<file path="src/rtl/ysyx_wbu_pkg.sv">
// Shared helpers for the write-back/retire unit: queue geometry checks and sizing.
package ysyx_wbu_pkg;

  // Queue depth must be a power of two between 2 and 16.
  function automatic bit depth_legal(input int depth);
    return (depth >= 2) && (depth <= 16) && ((depth & (depth - 1)) == 0);
  endfunction

  function automatic int ptr_w(input int depth);
    return $clog2(depth);
  endfunction

  // Packed width of one queue entry: pc, inst, wdata, rd, wen, ebreak.
  function automatic int entry_w(input int xlen, input int ridx_w);
    return 3 * xlen + ridx_w + 2;
  endfunction

endpackage

</file>
<file path="src/rtl/ysyx_wbu_rq_fifo.sv">
// Generic DEPTH-entry circular buffer with push/pop/flush and a combinational head.
module ysyx_wbu_rq_fifo
  import ysyx_wbu_pkg::*;
#(
  parameter int W     = 8,
  parameter int DEPTH = 4,
  localparam int PW   = ptr_w(DEPTH)
) (
  input  logic         clk,
  input  logic         rst_n,
  input  logic         push,
  input  logic [W-1:0] din,
  input  logic         pop,
  input  logic         flush,
  output logic [W-1:0] dout,
  output logic [PW:0]  count,
  output logic         empty,
  output logic         full
);

  logic [W-1:0]  mem [DEPTH];
  logic [PW-1:0] head_reg;
  logic [PW-1:0] tail_reg;
  logic [PW:0]   count_reg;
  logic          do_push;
  logic          do_pop;

  localparam logic [PW:0] FULL_CNT = (PW + 1)'(DEPTH);

  assign empty   = (count_reg == '0);
  assign full    = (count_reg == FULL_CNT);
  assign do_push = push && !full && !flush;
  assign do_pop  = pop && !empty;

  always_ff @(posedge clk or negedge rst_n) begin
    if (!rst_n) begin
      head_reg  <= '0;
      tail_reg  <= '0;
      count_reg <= '0;
    end else if (flush) begin
      // A pop in the flush cycle has already been consumed by the reader.
      head_reg  <= '0;
      tail_reg  <= '0;
      count_reg <= '0;
    end else begin
      if (do_push) tail_reg <= tail_reg + 1'b1;
      if (do_pop)  head_reg <= head_reg + 1'b1;
      case ({do_push, do_pop})
        2'b10:   count_reg <= count_reg + 1'b1;
        2'b01:   count_reg <= count_reg - 1'b1;
        default: count_reg <= count_reg;
      endcase
    end
  end

  always_ff @(posedge clk) begin
    if (do_push) mem[tail_reg] <= din;
  end

  assign dout  = mem[head_reg];
  assign count = count_reg;

endmodule

</file>
<file path="src/rtl/ysyx_wbu_rq.sv">
// In-order retire queue feeding the GPR write port; tracks last retired pc/inst,
// a wrapping retire counter, and freezes after an ebreak retires.
module ysyx_wbu_rq
  import ysyx_wbu_pkg::*;
#(
  parameter int XLEN   = 32,
  parameter int DEPTH  = 4,
  parameter int RIDX_W = 5,
  parameter int CNT_W  = 32
) (
  input  logic              clk,
  input  logic              rst_n,
  input  logic [XLEN-1:0]   pc,
  input  logic [XLEN-1:0]   inst,
  input  logic [RIDX_W-1:0] rd,
  input  logic [XLEN-1:0]   wdata,
  input  logic              wen,
  input  logic              ebreak,
  input  logic              prev_valid,
  output logic              ready_o,
  input  logic              flush,
  input  logic              rf_ready,
  output logic              rf_wen,
  output logic [RIDX_W-1:0] rf_waddr,
  output logic [XLEN-1:0]   rf_wdata,
  output logic              retire_valid,
  output logic [XLEN-1:0]   pc_o,
  output logic [XLEN-1:0]   inst_o,
  output logic [CNT_W-1:0]  retire_cnt,
  output logic              halt_o
);

  localparam int PW = ptr_w(DEPTH);
  localparam logic [PW:0] FULL_CNT = (PW + 1)'(DEPTH);

  if (!depth_legal(DEPTH)) begin : g_bad_depth
    $error("ysyx_wbu_rq: DEPTH must be a power of two in 2..16");
  end

  typedef struct packed {
    logic [XLEN-1:0]   pc;
    logic [XLEN-1:0]   inst;
    logic [RIDX_W-1:0] rd;
    logic [XLEN-1:0]   wdata;
    logic              wen;
    logic              ebreak;
  } wb_entry_t;

  wb_entry_t        in_entry;
  wb_entry_t        head_entry;
  logic [PW:0]      q_count;
  logic             q_empty;
  logic             q_full;
  logic             push;
  logic             retire;
  logic             retire_ebreak;
  logic             q_flush;
  logic [PW:0]      count_next;
  logic             halt_next;
  logic             ready_next;

  logic             ready_reg;
  logic             halt_reg;
  logic [XLEN-1:0]  pc_reg;
  logic [XLEN-1:0]  inst_reg;
  logic [CNT_W-1:0] cnt_reg;

  assign in_entry = '{pc: pc, inst: inst, rd: rd, wdata: wdata, wen: wen, ebreak: ebreak};

  assign push          = prev_valid && ready_reg && !q_full;
  assign retire        = !q_empty && rf_ready && !halt_reg;
  assign retire_ebreak = retire && head_entry.ebreak;
  // Retiring an ebreak discards everything younger, exactly like a flush.
  assign q_flush       = (flush && !halt_reg) || retire_ebreak;

  ysyx_wbu_rq_fifo #(
    .W     (entry_w(XLEN, RIDX_W)),
    .DEPTH (DEPTH)
  ) u_fifo (
    .clk   (clk),
    .rst_n (rst_n),
    .push  (push),
    .din   (in_entry),
    .pop   (retire),
    .flush (q_flush),
    .dout  (head_entry),
    .count (q_count),
    .empty (q_empty),
    .full  (q_full)
  );

  always_comb begin
    count_next = q_count;
    if (q_flush) begin
      count_next = '0;
    end else begin
      case ({push, retire})
        2'b10:   count_next = q_count + 1'b1;
        2'b01:   count_next = q_count - 1'b1;
        default: count_next = q_count;
      endcase
    end
    halt_next  = halt_reg || retire_ebreak;
    // Registered ready: a full queue that drains this cycle reopens next cycle.
    ready_next = !halt_next && (count_next < FULL_CNT);
  end

  always_ff @(posedge clk or negedge rst_n) begin
    if (!rst_n) begin
      ready_reg <= 1'b0;
      halt_reg  <= 1'b0;
      pc_reg    <= '0;
      inst_reg  <= '0;
      cnt_reg   <= '0;
    end else begin
      ready_reg <= ready_next;
      halt_reg  <= halt_next;
      if (retire) begin
        pc_reg   <= head_entry.pc;
        inst_reg <= head_entry.inst;
        cnt_reg  <= cnt_reg + CNT_W'(1);
      end
    end
  end

  assign rf_wen       = retire && head_entry.wen && (head_entry.rd != '0);
  assign rf_waddr     = head_entry.rd;
  assign rf_wdata     = head_entry.wdata;
  assign retire_valid = retire;
  assign ready_o      = ready_reg;
  assign halt_o       = halt_reg;
  assign pc_o         = pc_reg;
  assign inst_o       = inst_reg;
  assign retire_cnt   = cnt_reg;

endmodule

</file>
<file path="config.mk">
export PLATFORM = sky130hd
export DESIGN_NAME = ysyx_wbu_rq
export DESIGN_NICKNAME = d
export VERILOG_FILES = /design/src/rtl/ysyx_wbu_pkg.sv /design/src/rtl/ysyx_wbu_rq_fifo.sv /design/src/rtl/ysyx_wbu_rq.sv
export SDC_FILE = /design/constraint.sdc
export NUM_CORES = 1
export LEC_CHECK = 0
export BUFFER_PORTS_ARGS = -buffer_cell sky130_fd_sc_hd__buf_2
export CAP_MARGIN = 10
export CORE_MARGIN = 5
export CORE_UTILIZATION = 55
export CTS_CLUSTER_SIZE = 25
export DETAILED_ROUTE_END_ITERATION = 16
export GPL_ROUTABILITY_DRIVEN = 0
export PLACE_DENSITY = 0.81
export SLEW_MARGIN = 20
export SYNTH_ARGS = -nofsm -noshare
export SYNTH_HDL_FRONTEND = slang
export SYNTH_SLANG_ARGS = --single-unit
</file>
<file path="constraint.sdc">
create_clock -name clk -period 7.9 [get_ports clk]
set_input_delay 1.58 -clock clk [delete_from_list [all_inputs] [get_ports clk]]
set_output_delay 1.58 -clock clk [all_outputs]
set_load 0.02 [all_outputs]
</file>
== Word-level counts from Yosys, hierarchy flattened ==
Memories as Yosys holds them, arrays and structs flattened.
Index checks and enable logic that the tools add are counted.
Storage, ports and cells
  bits in writable memories: 412
  register bits: 105
  bits of input ports: 108
  memories: 1
Operators by class
  reductions and logical operators: 24
  order comparisons: 1
  eq/ne operators: 5
  add/subtract/negate cells: 5
  mux-type cells: 10
Memories
  u_fifo.mem: depth 4, width 103, read ports 1, clocked after memory_dff 0, wr ports 1, RTL line ysyx_wbu_rq_fifo.sv:21  | logic [W-1:0] mem [DEPTH];
Operators with widths (count)
  $add A32 B1 Y32 const B: 1
  $logic_and A1 B1 Y1: 12
  $pmux W3 S2: 2
  $mux W2: 4
  $mux W3: 2
  $logic_not A1 Y1: 5
  $reduce_bool A5 Y1: 1
  $add A2 B1 Y2 const B: 2
  $eq A2 B1 Y1 const B: 2
  $eq A2 B2 Y1 const B: 2
  $reduce_bool A2 Y1: 2
  $add A3 B1 Y3 const B: 1
  $eq A3 B3 Y1 const B: 1
  $logic_not A3 Y1: 1
  $lt A3 B3 Y1 const B: 1
  $reduce_bool A3 Y1: 1
  $sub A3 B1 Y3 const B: 1
  $logic_or A1 B1 Y1: 2
  $mux W1: 2

== Depth between registers and ports, before layout ==
  depth in word-level cells: 11
  depth in mapped cells: 12
  mapped depth without buffers: 11

== Modules after synthesis ==
From an unflattened synthesis, not the netlist that was laid out.
Second synthesis, totals
  cell total of the unflattened synthesis: 892
  area total of the unflattened synthesis: 19423.6 um^2
By module, submodules not included
  ysyx_wbu_rq_fifo: area each 15419.8 um^2, cells an instance 604, times used 1
  ysyx_wbu_rq: area each 4003.8 um^2, cells an instance 288, times used 1

== Least setup slack after synthesis ==
No wires, ideal clock.
  path kind: input port to flip-flop
  from: input rf_ready
  to: memory u_fifo.mem[0][0] in the netlist's numbering (enable)
  path slack: 2.884 ns
  stages: 5
  arrival time: 4.543 ns
  cells stage by stage: nor2b_1 -> and3_4 -> a21o_4 -> nor2_4 -> and2_1
Between the ends
  word-level cells in the longest chain between the ends: 8
Ends and longest elaborated chain
  from (decl): RTL line ysyx_wbu_rq.sv:22  | input logic rf_ready,
  $logic_and A1 B1 Y1 (2 in a row): RTL line ysyx_wbu_rq.sv:71  | assign retire = !q_empty && rf_ready && !halt_reg;
  $logic_and A1 B1 Y1: RTL line ysyx_wbu_rq.sv:72  | assign retire_ebreak = retire && head_entry.ebreak;
  $logic_or A1 B1 Y1: RTL line ysyx_wbu_rq.sv:74  | assign q_flush = (flush && !halt_reg) || retire_ebreak;
  $logic_not A1 Y1: RTL line ysyx_wbu_rq_fifo.sv:32  | assign do_push = push && !full && !flush;
  $logic_and A1 B1 Y1: RTL line ysyx_wbu_rq_fifo.sv:32
  $mux W1: RTL line ysyx_wbu_rq_fifo.sv:57  | if (do_push) mem[tail_reg] <= din;
  $mux W1 (not written as such): RTL line ysyx_wbu_rq_fifo.sv:57
  to (decl): RTL line ysyx_wbu_rq_fifo.sv:21
Every way passes these cells.

== Worst setup path after layout ==
  from: register u_fifo.head_reg[0]
  to: output rf_wdata[1]
Between the ends
  word-level cells in the longest chain between the ends: 1
Ends and longest elaborated chain
  from (decl): RTL line ysyx_wbu_rq_fifo.sv:22  | logic [PW-1:0] head_reg;
  from (signal assigned): RTL line ysyx_wbu_rq_fifo.sv:47  | if (do_pop) head_reg <= head_reg + 1'b1;
  $mem_v2 Z4 W103
  to (decl): RTL line ysyx_wbu_rq.sv:25  | output logic [XLEN-1:0] rf_wdata,
Every way passes these cells.

==> impl_metrics.csv <==
group,metric,value,unit
global_routing,grt_util_met3,5.49,%
route,drc,0,
clock_tree,clk_latency,590,ps
clock_tree,postCtsSetupRepairBufs,0,
synth,synth_top_family_by_area,"multiplexers",
pwr,p_leak,0.00855,uW
sta,fin_ws,3310,ps
layout,layout-drive-gt1-share,33.8,%
clock_tree,cts_tree,"built",
global_routing,grt_usage,20.6,%
placement,dpl.hpwl,24200,um
sta,rsz0062_at_grt,"no",
floorplanning,die_h,199,um
layout,regMostFlops,"u_fifo.mem",
sta,hold_viol,0,
setup_path,criticalPathCategory,"reg -> out",
global_routing,grt_pass1_vias,10686,
floorplanning,row_count,69,
global_routing,grt_max_degree,72,
synth,synth_seq_cells,517,
route,first_iter_violations,662,
sta,fin_tns_setup,0,ps
synth,avgSynthCellArea,18.7,um^2
min_path,hp-class,"reg -> reg",
clock_tree,cts_buffers,51,
synth,ys_warn_count,0,
sta,max_freq,0.218,GHz
pwr,power_density,333,mW/mm^2
clock_tree,htreeDepth,2,
route,wl_per_cell,22.4,um
clock_tree,cts.path.max_buffers,3,
pwr,p_sw,2210,uW
synth,synth_compound_area_share,0.371,%
route,vias,9957,
synth,syn-num-nets,1166,
clock_tree,post_cts_resized,0,
synth,dominantRegCellSynth,"edfxtp_1",
route,drt-vias-per-instance,5.56,
floorplanning,dieArea,0.0395,mm^2
global_routing,grt_use_met2,32.6,%
synth,synth_async_sr_flop_share,20.3,%
synth,synth_xor_area_share,1.66,%
sta,drv_slew,0,
clock_tree,cts_hold_buf,0,
status,status,"completed",
pwr,clockPowerShare,31.4,%
setup_path,required,6320,ps
sta,finalSetupViolCount,0,
floorplanning,core-area,0.0353,mm^2
global_routing,antenna_found_initial,11,
setup_path,cp_max_fo,58,
pwr,switching_share,29.3,%
global_routing,grt_pass1_wl,61600,um
floorplanning,die_x,199,um
pwr,ir_drop,0.226,mV
global_routing,use_met1,28.0,%
sta,tightest_slew,998,ps
setup_path,arrival,3010,ps
layout,final_common_cell,"edfxtp_1",
synth,syn_area,0.0196,mm^2
run,max_cap_violations,0,
synth,seq_area_frac_synth,76.6,%
global_routing,grt.overflow.total,0,
synth,synth_fa_ha_area_share,0.742,%
floorplanning,initial_utilization,55.4,%
synth,syn_inst,1048,
sta,skew,24.3,ps
pwr,internal_power,5340,uW
route,wirelength,40000,um
placement,dp_cells,1686,
layout,largest_reg_flops,412,
placement,pre_cts_ws,3650,ps
pwr,power_frac_comb,22.5,%
global_routing,grt.busiest_layer,"met2",
layout,area_growth,16.0,%
route,drt_pre_antenna_iters,5,
setup_path,crit_path_end_kind,"primary output",
synth,yosysUniqueCellTypes,37,
layout,final_cells,1790,
synth,synth-simple-area-share,6.10,%
route,final_antenna_net_count,0,
clock_tree,numClockSinks,517,
pwr,pwr-share-seq,46.2,%
sta,fin_crit_sh,58.1,%
layout,layout.nets,1396,
clock_tree,path_clk_slew,60,ps
clock_tree,cts_root_buf,"clkbuf_16",
synth,synth-edff-count,412,
floorplanning,io_pins,245,
synth,synthMuxAreaShare,11.9,%
setup_path,start_kind,"register",
sta,min_period,4590,ps
placement,io_buffers,244,
layout,final_cell_mix,"412 x edfxtp_1, 243 x buf_2, 211 x nand2_1",
sta,slew_headroom,33.5,%
[synth_stat cells (all sizes together) (2+ instances only)]
cell type	instances	area (um^2)
edfxtp	412	12400
nand2	211	792
dfrtp	105	2630
mux4	103	2320
buf	69	438
xnor2	23	201
nor2	17	73.8
xor2	14	123
inv	12	45.0
nand3	11	55.1
ha	10	125
and3	9	61.3
clkbuf	9	33.8
nand4	8	50.1
and2	7	43.8
nor3	7	40.0
and4	4	35.0
a21oi	3	15.0
maj3	2	20.0
nand2b	2	12.5
nor2b	2	12.5
[metal layers]
layer  part of all wire (%)  vias to the layer above
met5                   0.15                        -
met4                    2.9                       10
met3                    7.7                       78
met2                     48                      335
met1                     41                     5128
li1                       -                     4406
[critical path, stage by stage, from the launching register on]
cell     delay (ps)
dfrtp_4        1060
buf_12          500
mux4_2          610
buf_2           180
[path summary, 6_finish.rpt]
check | from | end | slack [ps] | cells past startpoint
min in group asynchronous | rst_n | retire_cnt[23]$_DFFE_PN0N_ | 970 | 1
worst max-delay path | u_fifo.head_reg[0]$_DFFE_PN0P_ | rf_wdata[1] | 3310 | 3
worst min register to register | inst_o[26]$_DFFE_PN0N_ | inst_o[26]$_DFFE_PN0N_ | 470 | 2
max in group asynchronous | rst_n | u_fifo.head_reg[1]$_DFFE_PN0P_ | 5510 | 2
worst max register to register | u_fifo.head_reg[0]$_DFFE_PN0P_ | u_fifo.mem[1][39]$_DFFE_PP_ | 3800 | 6
worst min-delay path | inst_o[26]$_DFFE_PN0N_ | inst_o[26]$_DFFE_PN0N_ | 470 | 2
[power groups by stage]
stage,combinational (uW),sequential [uW],clock (uW)
floorplan,1140,3640,0
global placement,1680,3530,0
detailed placement,1710,3540,0
CTS,1730,3500,2420
global route,1840,3530,2540
finish,1700,3490,2370
[area by class of cell]
type / instances / area (um^2)
Sequential cell: 517 / 15000
Fill cell: 2405 / 12600
Multi-Input combinational cell: 441 / 4070
Clock buffer: 76 / 1470
Timing Repair Buffer: 255 / 1330
Tap cell: 461 / 577
Clock inverter: 19 / 186
Inverter: 12 / 45.0
Antenna cell: 9 / 22.5
[logic make-up after synthesis]
kind of cell,count (synthesis)
simple gates,280
mux,103
flops,517
xor+xnor,37
buf+inv,90
fa+ha+maj,12
compound gates,9
[stage by stage]
step	util [%]	hold slack, ps	area, um^2	power, uW
2_1_floorplan	-	542	19600	4790
3_3_place_gp	59.5	455	21000	5210
3_5_place_dp	59.6	457	21000	5260
4_1_cts	64.3	472	22700	7640
5_1_grt	64.3	486	22700	7910
6_report	64.3	467	22700	7550
No activity file was read; power rests on OpenSTA's default activity.
